**src/rtl/booth_recode_stream.sv**
```systemverilog
// ============================================================================
// Module   : booth_recode_stream
// Purpose  : Sequential radix-2^K Booth recoder; streams digits LSB-first.
// Revision : 1.0 - initial release
// ============================================================================
`default_nettype none

module booth_recode_stream #(
  parameter  int WIDTH  = 16,
  parameter  int K      = 3,
  parameter  int SIGNED = 1,
  localparam int NDIG   = (SIGNED != 0) ? (WIDTH + K - 1) / K : (WIDTH + K) / K,
  localparam int EXTW   = NDIG * K + 1,
  localparam int IDXW   = (NDIG > 1) ? $clog2(NDIG) : 1
) (
  input  logic             clk,
  input  logic             rst_n,
  input  logic             in_valid,
  output logic             in_ready,
  input  logic [WIDTH-1:0] in_operand,
  input  logic             in_skip_zero,
  output logic             out_valid,
  input  logic             out_ready,
  output logic [K:0]       out_digit,
  output logic             out_neg,
  output logic [K-1:0]     out_mag,
  output logic [IDXW-1:0]  out_idx,
  output logic             out_last
);

  localparam logic [0:0] S_IDLE = 1'b0;
  localparam logic [0:0] S_RUN  = 1'b1;

  // d = -2^(K-1)*g[K] + g[K-1:1] + g[0], kept in K+1 bit two's complement
  function automatic logic [K:0] f_digit(input logic [K:0] g);
    logic [K:0] pos;
    logic [K:0] neg;
    pos = {2'b00, g[K-1:1]} + {{K{1'b0}}, g[0]};
    neg = {1'b0, g[K], {(K-1){1'b0}}};
    return pos - neg;
  endfunction

  logic [0:0]      r_state;
  logic [0:0]      w_state_nxt;
  logic [EXTW-1:0] r_x;
  logic [NDIG-1:0] r_mask;
  logic            r_skip;
  logic [IDXW-1:0] r_idx;

  logic [EXTW-1:0] w_xload;
  logic [K:0]      w_ld_dig  [NDIG];
  logic [K:0]      w_cur_dig [NDIG];
  logic [NDIG-1:0] w_ld_mask;
  logic [IDXW-1:0] w_first_idx;
  logic [IDXW-1:0] w_next_set;
  logic            w_has_higher;
  logic [IDXW-1:0] w_next_idx;
  logic            w_last;
  logic [K:0]      w_digit;
  logic [K:0]      w_digit_neg;
  logic            w_load;
  logic            w_hs;

  if (SIGNED != 0) begin : g_sext
    assign w_xload = EXTW'($signed({in_operand, 1'b0}));
  end else begin : g_zext
    assign w_xload = EXTW'({in_operand, 1'b0});
  end

  // Every group is recoded twice: once from the incoming operand for the
  // nonzero mask, once from the held operand for the presented digit.
  for (genvar gi = 0; gi < NDIG; gi++) begin : g_grp
    assign w_ld_dig[gi]  = f_digit(w_xload[K*gi +: K+1]);
    assign w_ld_mask[gi] = |w_ld_dig[gi];
    assign w_cur_dig[gi] = f_digit(r_x[K*gi +: K+1]);
  end

  always_comb begin
    w_first_idx = '0;
    for (int i = NDIG - 1; i >= 0; i--) begin
      if (w_ld_mask[i]) w_first_idx = IDXW'(i);
    end
  end

  always_comb begin
    w_next_set   = '0;
    w_has_higher = 1'b0;
    for (int i = NDIG - 1; i >= 0; i--) begin
      if (r_mask[i] && (IDXW'(i) > r_idx)) begin
        w_next_set   = IDXW'(i);
        w_has_higher = 1'b1;
      end
    end
  end

  assign w_last      = r_skip ? !w_has_higher : (r_idx == IDXW'(NDIG - 1));
  assign w_next_idx  = r_skip ? w_next_set : (r_idx + IDXW'(1));
  assign w_digit     = w_cur_dig[r_idx];
  assign w_digit_neg = ~w_digit + {{K{1'b0}}, 1'b1};
  assign w_load      = in_valid && in_ready;
  assign w_hs        = out_valid && out_ready;

  always_ff @(posedge clk or negedge rst_n) begin
    if (!rst_n) begin
      r_state <= S_IDLE;
    end else begin
      r_state <= w_state_nxt;
    end
  end

  always_comb begin
    w_state_nxt = r_state;
    case (r_state)
      S_IDLE: if (w_load) w_state_nxt = S_RUN;
      S_RUN:  if (w_hs && w_last) w_state_nxt = w_load ? S_RUN : S_IDLE;
      default: w_state_nxt = S_IDLE;
    endcase
  end

  // A last-digit handshake frees the operand register in the same cycle,
  // so a waiting operand is accepted without a bubble.
  always_comb begin
    in_ready  = 1'b1;
    out_valid = 1'b0;
    out_digit = '0;
    out_idx   = '0;
    out_last  = 1'b0;
    out_neg   = 1'b0;
    out_mag   = '0;
    if (r_state == S_RUN) begin
      in_ready  = out_ready && w_last;
      out_valid = 1'b1;
      out_digit = w_digit;
      out_idx   = r_idx;
      out_last  = w_last;
      out_neg   = w_digit[K];
      out_mag   = w_digit[K] ? w_digit_neg[K-1:0] : w_digit[K-1:0];
    end
  end

  always_ff @(posedge clk or negedge rst_n) begin
    if (!rst_n) begin
      r_x    <= '0;
      r_mask <= '0;
      r_skip <= 1'b0;
      r_idx  <= '0;
    end else if (w_load) begin
      r_x    <= w_xload;
      r_mask <= w_ld_mask;
      r_skip <= in_skip_zero;
      r_idx  <= in_skip_zero ? w_first_idx : '0;
    end else if (w_hs) begin
      r_idx  <= w_next_idx;
    end
  end

endmodule

`default_nettype wire
```
**config.mk**
```make
export PLATFORM = sky130hd
export DESIGN_NAME = booth_recode_stream
export DESIGN_NICKNAME = d
export VERILOG_FILES = /design/src/rtl/booth_recode_stream.sv
export SDC_FILE = /design/constraint.sdc
export NUM_CORES = 1
export LEC_CHECK = 0
export BUFFER_PORTS_ARGS = -buffer_cell sky130_fd_sc_hd__clkbuf_2
export CORE_UTILIZATION = 64
export CTS_BUF_LIST = sky130_fd_sc_hd__clkbuf_2
export DETAILED_ROUTE_END_ITERATION = 8
export GPL_TIMING_DRIVEN = 0
export MAX_ROUTING_LAYER = met4
export PLACE_DENSITY = 0.88
export SYNTH_ARGS = -nofsm -noshare
export SYNTH_HDL_FRONTEND = slang
export SYNTH_SLANG_ARGS = --single-unit
```
**constraint.sdc**
```tcl
create_clock -name clk -period 4.7 [get_ports clk]
set_input_delay 0.705 -clock clk [delete_from_list [all_inputs] [get_ports clk]]
set_output_delay 0.705 -clock clk [all_outputs]
set_load 0.01 [all_outputs]
```
Word level (Yosys, flattened, before mapping)

Cells that the tools add are included.

Add/subtract/negate cells: 24
$lt $le $gt $ge: 7
Equality and inequality tests: 1
Mux-type cells: 37
Bitwise operators: 3
Reduce and logical (&&, ||, !) cells: 18

Operator list:

| operator                                          | count |
|---|---|
| 2-to-1 mux 3 bit                                  | 19 |
| subtractor 3 x 3 -> 4 bit                         | 10 |
| adder 2 x 1 -> 3 bit                              | 10 |
| OR reduction 4 bit                                | 6 |
| 2-to-1 mux 1 bit                                  | 13 |
| binary-select mux 4 bit (select 3 bit)            | 1 |
| 2-to-1 mux 4 bit                                  | 3 |
| logical AND 1 bit                                 | 10 |
| subtractor 2 x 3 -> 4 bit                         | 2 |
| adder 3 x 1 -> 3 bit, second input constant       | 2 |
| > comparator 1 x 3 -> 1 bit, first input constant | 2 |
| > comparator 2 x 3 -> 1 bit, first input constant | 2 |
| > comparator 3 bit, first input constant          | 2 |
| >= comparator 4 bit, second input constant        | 1 |
| inverter 3 -> 4 bit                               | 1 |
| == test 3 bit, second input constant              | 1 |
| inverter 3 bit                                    | 1 |
| case mux 1 bit (2 select lines)                   | 1 |
| nonzero test 2 bit                                | 1 |
| zero test 1 bit                                   | 1 |
| inverter 1 bit                                    | 1 |

Register bits after elaboration: 27
Input port bits: 21
Output and inout port bits: 14
Word-level logic and storage cells: 95

Depth between registers and ports, before layout

Depth in word-level cells: 16
Mapped depth: 11
Gate-level depth less buffers: 11

Worst setup path before layout

OpenSTA, ideal clock, no wires.

Kind: register -> output
Start point: reg r_x[9]
End point: out out_mag[1]
Data arrival time: 2.181 ns
Setup slack: 1.814 ns
Stages on the path, launching flop included: 10
Path buffers: 0
Path through: dfrtp_1 ha_1 inv_1 ha_1 mux4_2 o22ai_1 inv_1 ha_1 nor2_1 a211oi_1

Cells in the longest elaborated chain, start to end: 9

Ends and longest elaborated chain:

| item                                                   | line | source |
|---|---|---|
| start: declaration                                     | 45   | `logic [EXTW-1:0] r_x;` |
| start signal: assignment                               | 148  | `r_x <= w_xload;` |
| adder 2 x 1 -> 3 bit                                   | 38   | `pos = {2'b00, g[K-1:1]} + {{K{1'b0}}, g[0]};` |
| subtractor 3 x 3 -> 4 bit                              | 40   | `return pos - neg;` |
| binary-select mux 4 bit (select 3 bit) *               | 98   | `assign w_digit = w_cur_dig[r_idx];` |
| 2-to-1 mux 4 bit (not written as such) * (2 in series) | 98   |  |
| inverter 3 bit                                         | 99   | `assign w_digit_neg = ~w_digit + {{K{1'b0}}, 1'b1};` |
| adder 3 x 1 -> 3 bit                                   | 99   |  |
| 2-to-1 mux 3 bit *                                     | 137  | `out_mag = w_digit[K] ? w_digit_neg[K-1:0] : w_digit[K-1:0];` |
| 2-to-1 mux 3 bit *                                     | 130  | `if (r_state == S_RUN) begin` |
| end: declaration                                       | 26   | `output logic [K-1:0] out_mag,` |

Every way passes the cells marked *; elsewhere a longest branch is shown, timed or not. The select of a mux whose other input is x is not followed.

Final worst setup path

Ends and elaborated chain as after synthesis.

==> metrics.md <==
| Metric | Value |
|---|---|
| Nets | `368` |
| Pint | `0.997 mW` |
| Vias | `1948` |
| Fin crit share | `74.1%` |
| Worst reg2reg endpoint | `r_x[7]$_DFFE_PN0P_` |
| Seq pwr share | `24.7%` |
| Die area | `4100 um^2` |
| Vias in the first global route | `1859` |
| Total GRT Usage | `26.8%` |
| CTS tree | `done` |
| Yosys warning count | `0` |
| Clock share of power | `4.9%` |
| Leak | `1.41 nW` |
| Mapped Cells | `263` |
| Fill cells | `282` |
| Post-CTS sizing | `0` |
| Layout area overhead | `10.2%` |
| Clock tree buffer depth | `2` |
| Sw frac | `46.0%` |
| Total Wirelength | `4760 um` |
| Buf+Inv Stages, Crit Path | `3` |
| Final min period | `3.48 ns` |
| Type of origin of the critical path | `flop` |
| RSZ-0062 raised after global routing | `false` |
| Via density | `5.58` |
| H-tree depth | `1` |
| HPWL Detailed | `3950 um` |
| Drt wl/cell | `13.6 um` |
| Most frequent CP cell | `ha_1` |
| Top-count cell post-synth | `ha_1` |
| Std-Cell Rows | `22` |
| Post-synthesis net count | `329` |
| Syn avg cell area | `9.37 um^2` |
| Pin count of the biggest net entering global routing | `28` |
| Hold Worst Slack | `0.303 ns` |
| Postcts setup bufs | `0` |
| Post-synth cell types | `45` |
| Endpoints failing setup | `0` |
| Commonest cells post-synth | `ha_1 (45), inv_1 (29), dfrtp_1 (27)` |
| GPL Wtd Cong | `0.853` |
| Psw | `0.850 mW` |
| Top post-synthesis cells by area | `dfrtp_1 (27%), ha_1 (23%), mux2_4 (6.1%), inv_1 (4.4%), mux4_2 (3.7%)` |
| Starting density of the core | `66.8%` |
| CP required | `3.99 ns` |
| Reg2Reg Launch Point | `r_idx[0]$_DFFE_PN0P_` |
| Maximum vdd drop | `240 uV` |
| Clk sinks | `27` |
| Largest area contributor in the netlist | `dfrtp_1` |
| Max Cap Viol | `0` |
| Hold Buf Count CTS | `0` |
| Worst min path class | `in -> async` |
| R2R depth | `9` |
| Synthesized area | `2460 um^2` |
| Pwr dens | `680 nW/um^2` |
| Placed cell area | `2700 um^2` |
| Critical setup path kind | `reg -> out` |
| DR iter-0 viols | `108` |
| Reg-to-reg setup timing slack | `2.32 ns` |
| Crit path cell chain | `ha_1 > inv_1 > ha_1 > mux4_2 > o22ai_1 > inv_1 > ha_1 > nor2_1 > a211oi_1 > clkbuf_2` |
| Core ar. | `3690 um^2` |
| Synthesis-stage register bit count | `27` |
| Die X | `64.1 um` |
| Fraction of layout cells with a size suffix above 1 | `23.6%` |
| Fmax | `287 MHz` |
| Pre-antenna DRT Iters | `4` |
| CP max stage cell | `dfrtp_1` |
| Antenna Nets Post-Route | `0` |
| Final Instance Area | `2720 um^2` |
| Die H | `64.1 um` |
| Post-route DRC | `0` |
| Port buffer count | `34` |
| Crit path max fanout | `4` |
| Status | `finished, final reports clean` |
| Clock-pin slew of the registers on the worst-case setup and hold paths | `0.25 ns` |
| Clock Latency Late Sink | `0.35 ns` |
| ANT cells | `0` |
| Combinational share of power | `70.5%` |
| Top cell type's share of synthesized area | `27.4%` |
| Sequential fraction of the synthesis area | `27.4%` |
| CP peak stage delay | `0.47 ns` |
| WP data arrival | `2.78 ns` |
| CP top delay family | `adder cells` |
| Num CTS Buffers | `3` |
| Clk root buf | `clkbuf_2` |
| Hold Fails Final Rpt | `0` |
| Crit end category | `output pin` |
| # IOs | `35` |
| Worst relative slew slack | `45.2%` |
| Share of synthesized registers carrying an async set or reset | `100%` |
| Worst Clk Skew | `0.0131 ns` |
| Grt ovf | `0` |
| Post-synth EDFFs | `0` |
| Initial antenna violation count | `0` |
| Slew of the pin with the lowest slew margin | `0.811 ns` |
| Max Slew Vio Count | `0` |
| Final TNS setup | `0 ns` |
| Main synth FF type | `dfrtp_1` |
| First-pass GRT wire length | `8290 um` |
==> sequential cells by signal (all words and copies together), names as in the netlist <==
signal and cells:
r_skip 1, r_state 1, r_idx 3, r_x 16
r_mask 6
==> cells in the final DEF, fill, tap and decap left out, types with 2 or more instances in the layout <==
cell type	instances
buf_4	4
inv_1	29
a21oi_1	14
xnor2_1	5
buf_2	3
and2_1	3
nor2_1	21
nor2b_1	2
o211ai_1	3
nand3_1	2
and3_1	2
o21ai_1	8
a21o_1	2
nand2_1	22
a211oi_1	7
mux2_4	10
o21ai_0	10
clkbuf_2	38
xor2_1	6
nor4b_1	3
inv_2	3
ha_1	45
buf_6	3
mux4_2	4
nand4_1	2
dfrtp_1	27
nand2b_1	4
==> worst reg2reg max path: stages, from the launching register on <==
cell and delay [ns]:
dfrtp_1 0.44, inv_2 0.05, buf_2 0.19, ha_1 0.26, nor2b_1 0.21, o211ai_1 0.15, and3_1 0.24, a21oi_2 0.21
buf_6 0.22, mux2_4 0.32
==> per-stage QoR <==
stage	power [mW]	utilization [%]	setup slack (ns)	instances
2_1_floorplan	1.41	-	1.81	263
3_3_place_gp	1.70	73.1	1.70	345
3_5_place_dp	1.75	73.1	1.65	345
4_1_cts	1.84	73.6	1.22	349
5_1_grt	2.03	73.6	1.06	349
6_report	1.85	73.6	1.22	349
==> power by group through the flow <==
stage                     logic [mW]  registers, mW  clock network [mW]
after floorplan                0.986          0.424                   0
final                           1.30          0.456              0.0896
after global placement          1.25          0.453                   0
after global routing            1.45          0.472               0.101
after CTS                       1.30          0.454              0.0888
after detailed placement        1.29          0.461                   0
==> per-layer routing <==
layer | vias to the layer above | track usage (%) | wire length (um)
met4 | 0 | 7.95 | 71
met5 | - | - | 0
met1 | 906 | 35.6 | 2260
met2 | 55 | 43.9 | 2240
li1 | 981 | - | -
met3 | 6 | 1.96 | 189
==> area by class of cell <==
| class | count | area [um^2] | area share [%] |
|---|---|---|---|
| multi-input cells | 192 | 1580 | 58.3 |
| flip-flops and latches | 27 | 676 | 24.9 |
| well taps | 48 | 60.1 | 2.21 |
| plain buffers | 11 | 82.6 | 3.04 |
| repair buffers | 34 | 170 | 6.27 |
| clock buffers | 4 | 20.0 | 0.737 |
| inverters | 33 | 124 | 4.56 |
==> how the worst max path moves through the flow <==
stage                                   from    endpoint  slack [ns]  depth (start not counted)
after floorplan           r_x[9]$_DFFE_PN0P_  out_mag[1]        1.81                          9
after global placement    r_x[9]$_DFFE_PN0P_  out_mag[1]        1.70                         10
after detailed placement  r_x[9]$_DFFE_PN0P_  out_mag[1]        1.65                         10
after CTS                 r_x[9]$_DFFE_PN0P_  out_mag[1]        1.22                         10
after global routing      r_x[9]$_DFFE_PN0P_  out_mag[1]        1.06                         10
final                     r_x[9]$_DFFE_PN0P_  out_mag[1]        1.22                         10
==> cells by family (layout without fill, tap and decap cells) <==
group	count (synthesis)	after routing	share of synthesized area, %
buffers and inverters	44	82	8.37
muxes	14	14	9.75
DFF	27	27	27.4
AOI/OAI and AO/OA	55	55	14.3
and+or+nand+nor	67	67	13.5
xor gates and xnor gates	11	11	3.91
adders and majority gates	45	45	22.8
(Power assumes the default switching activity.)
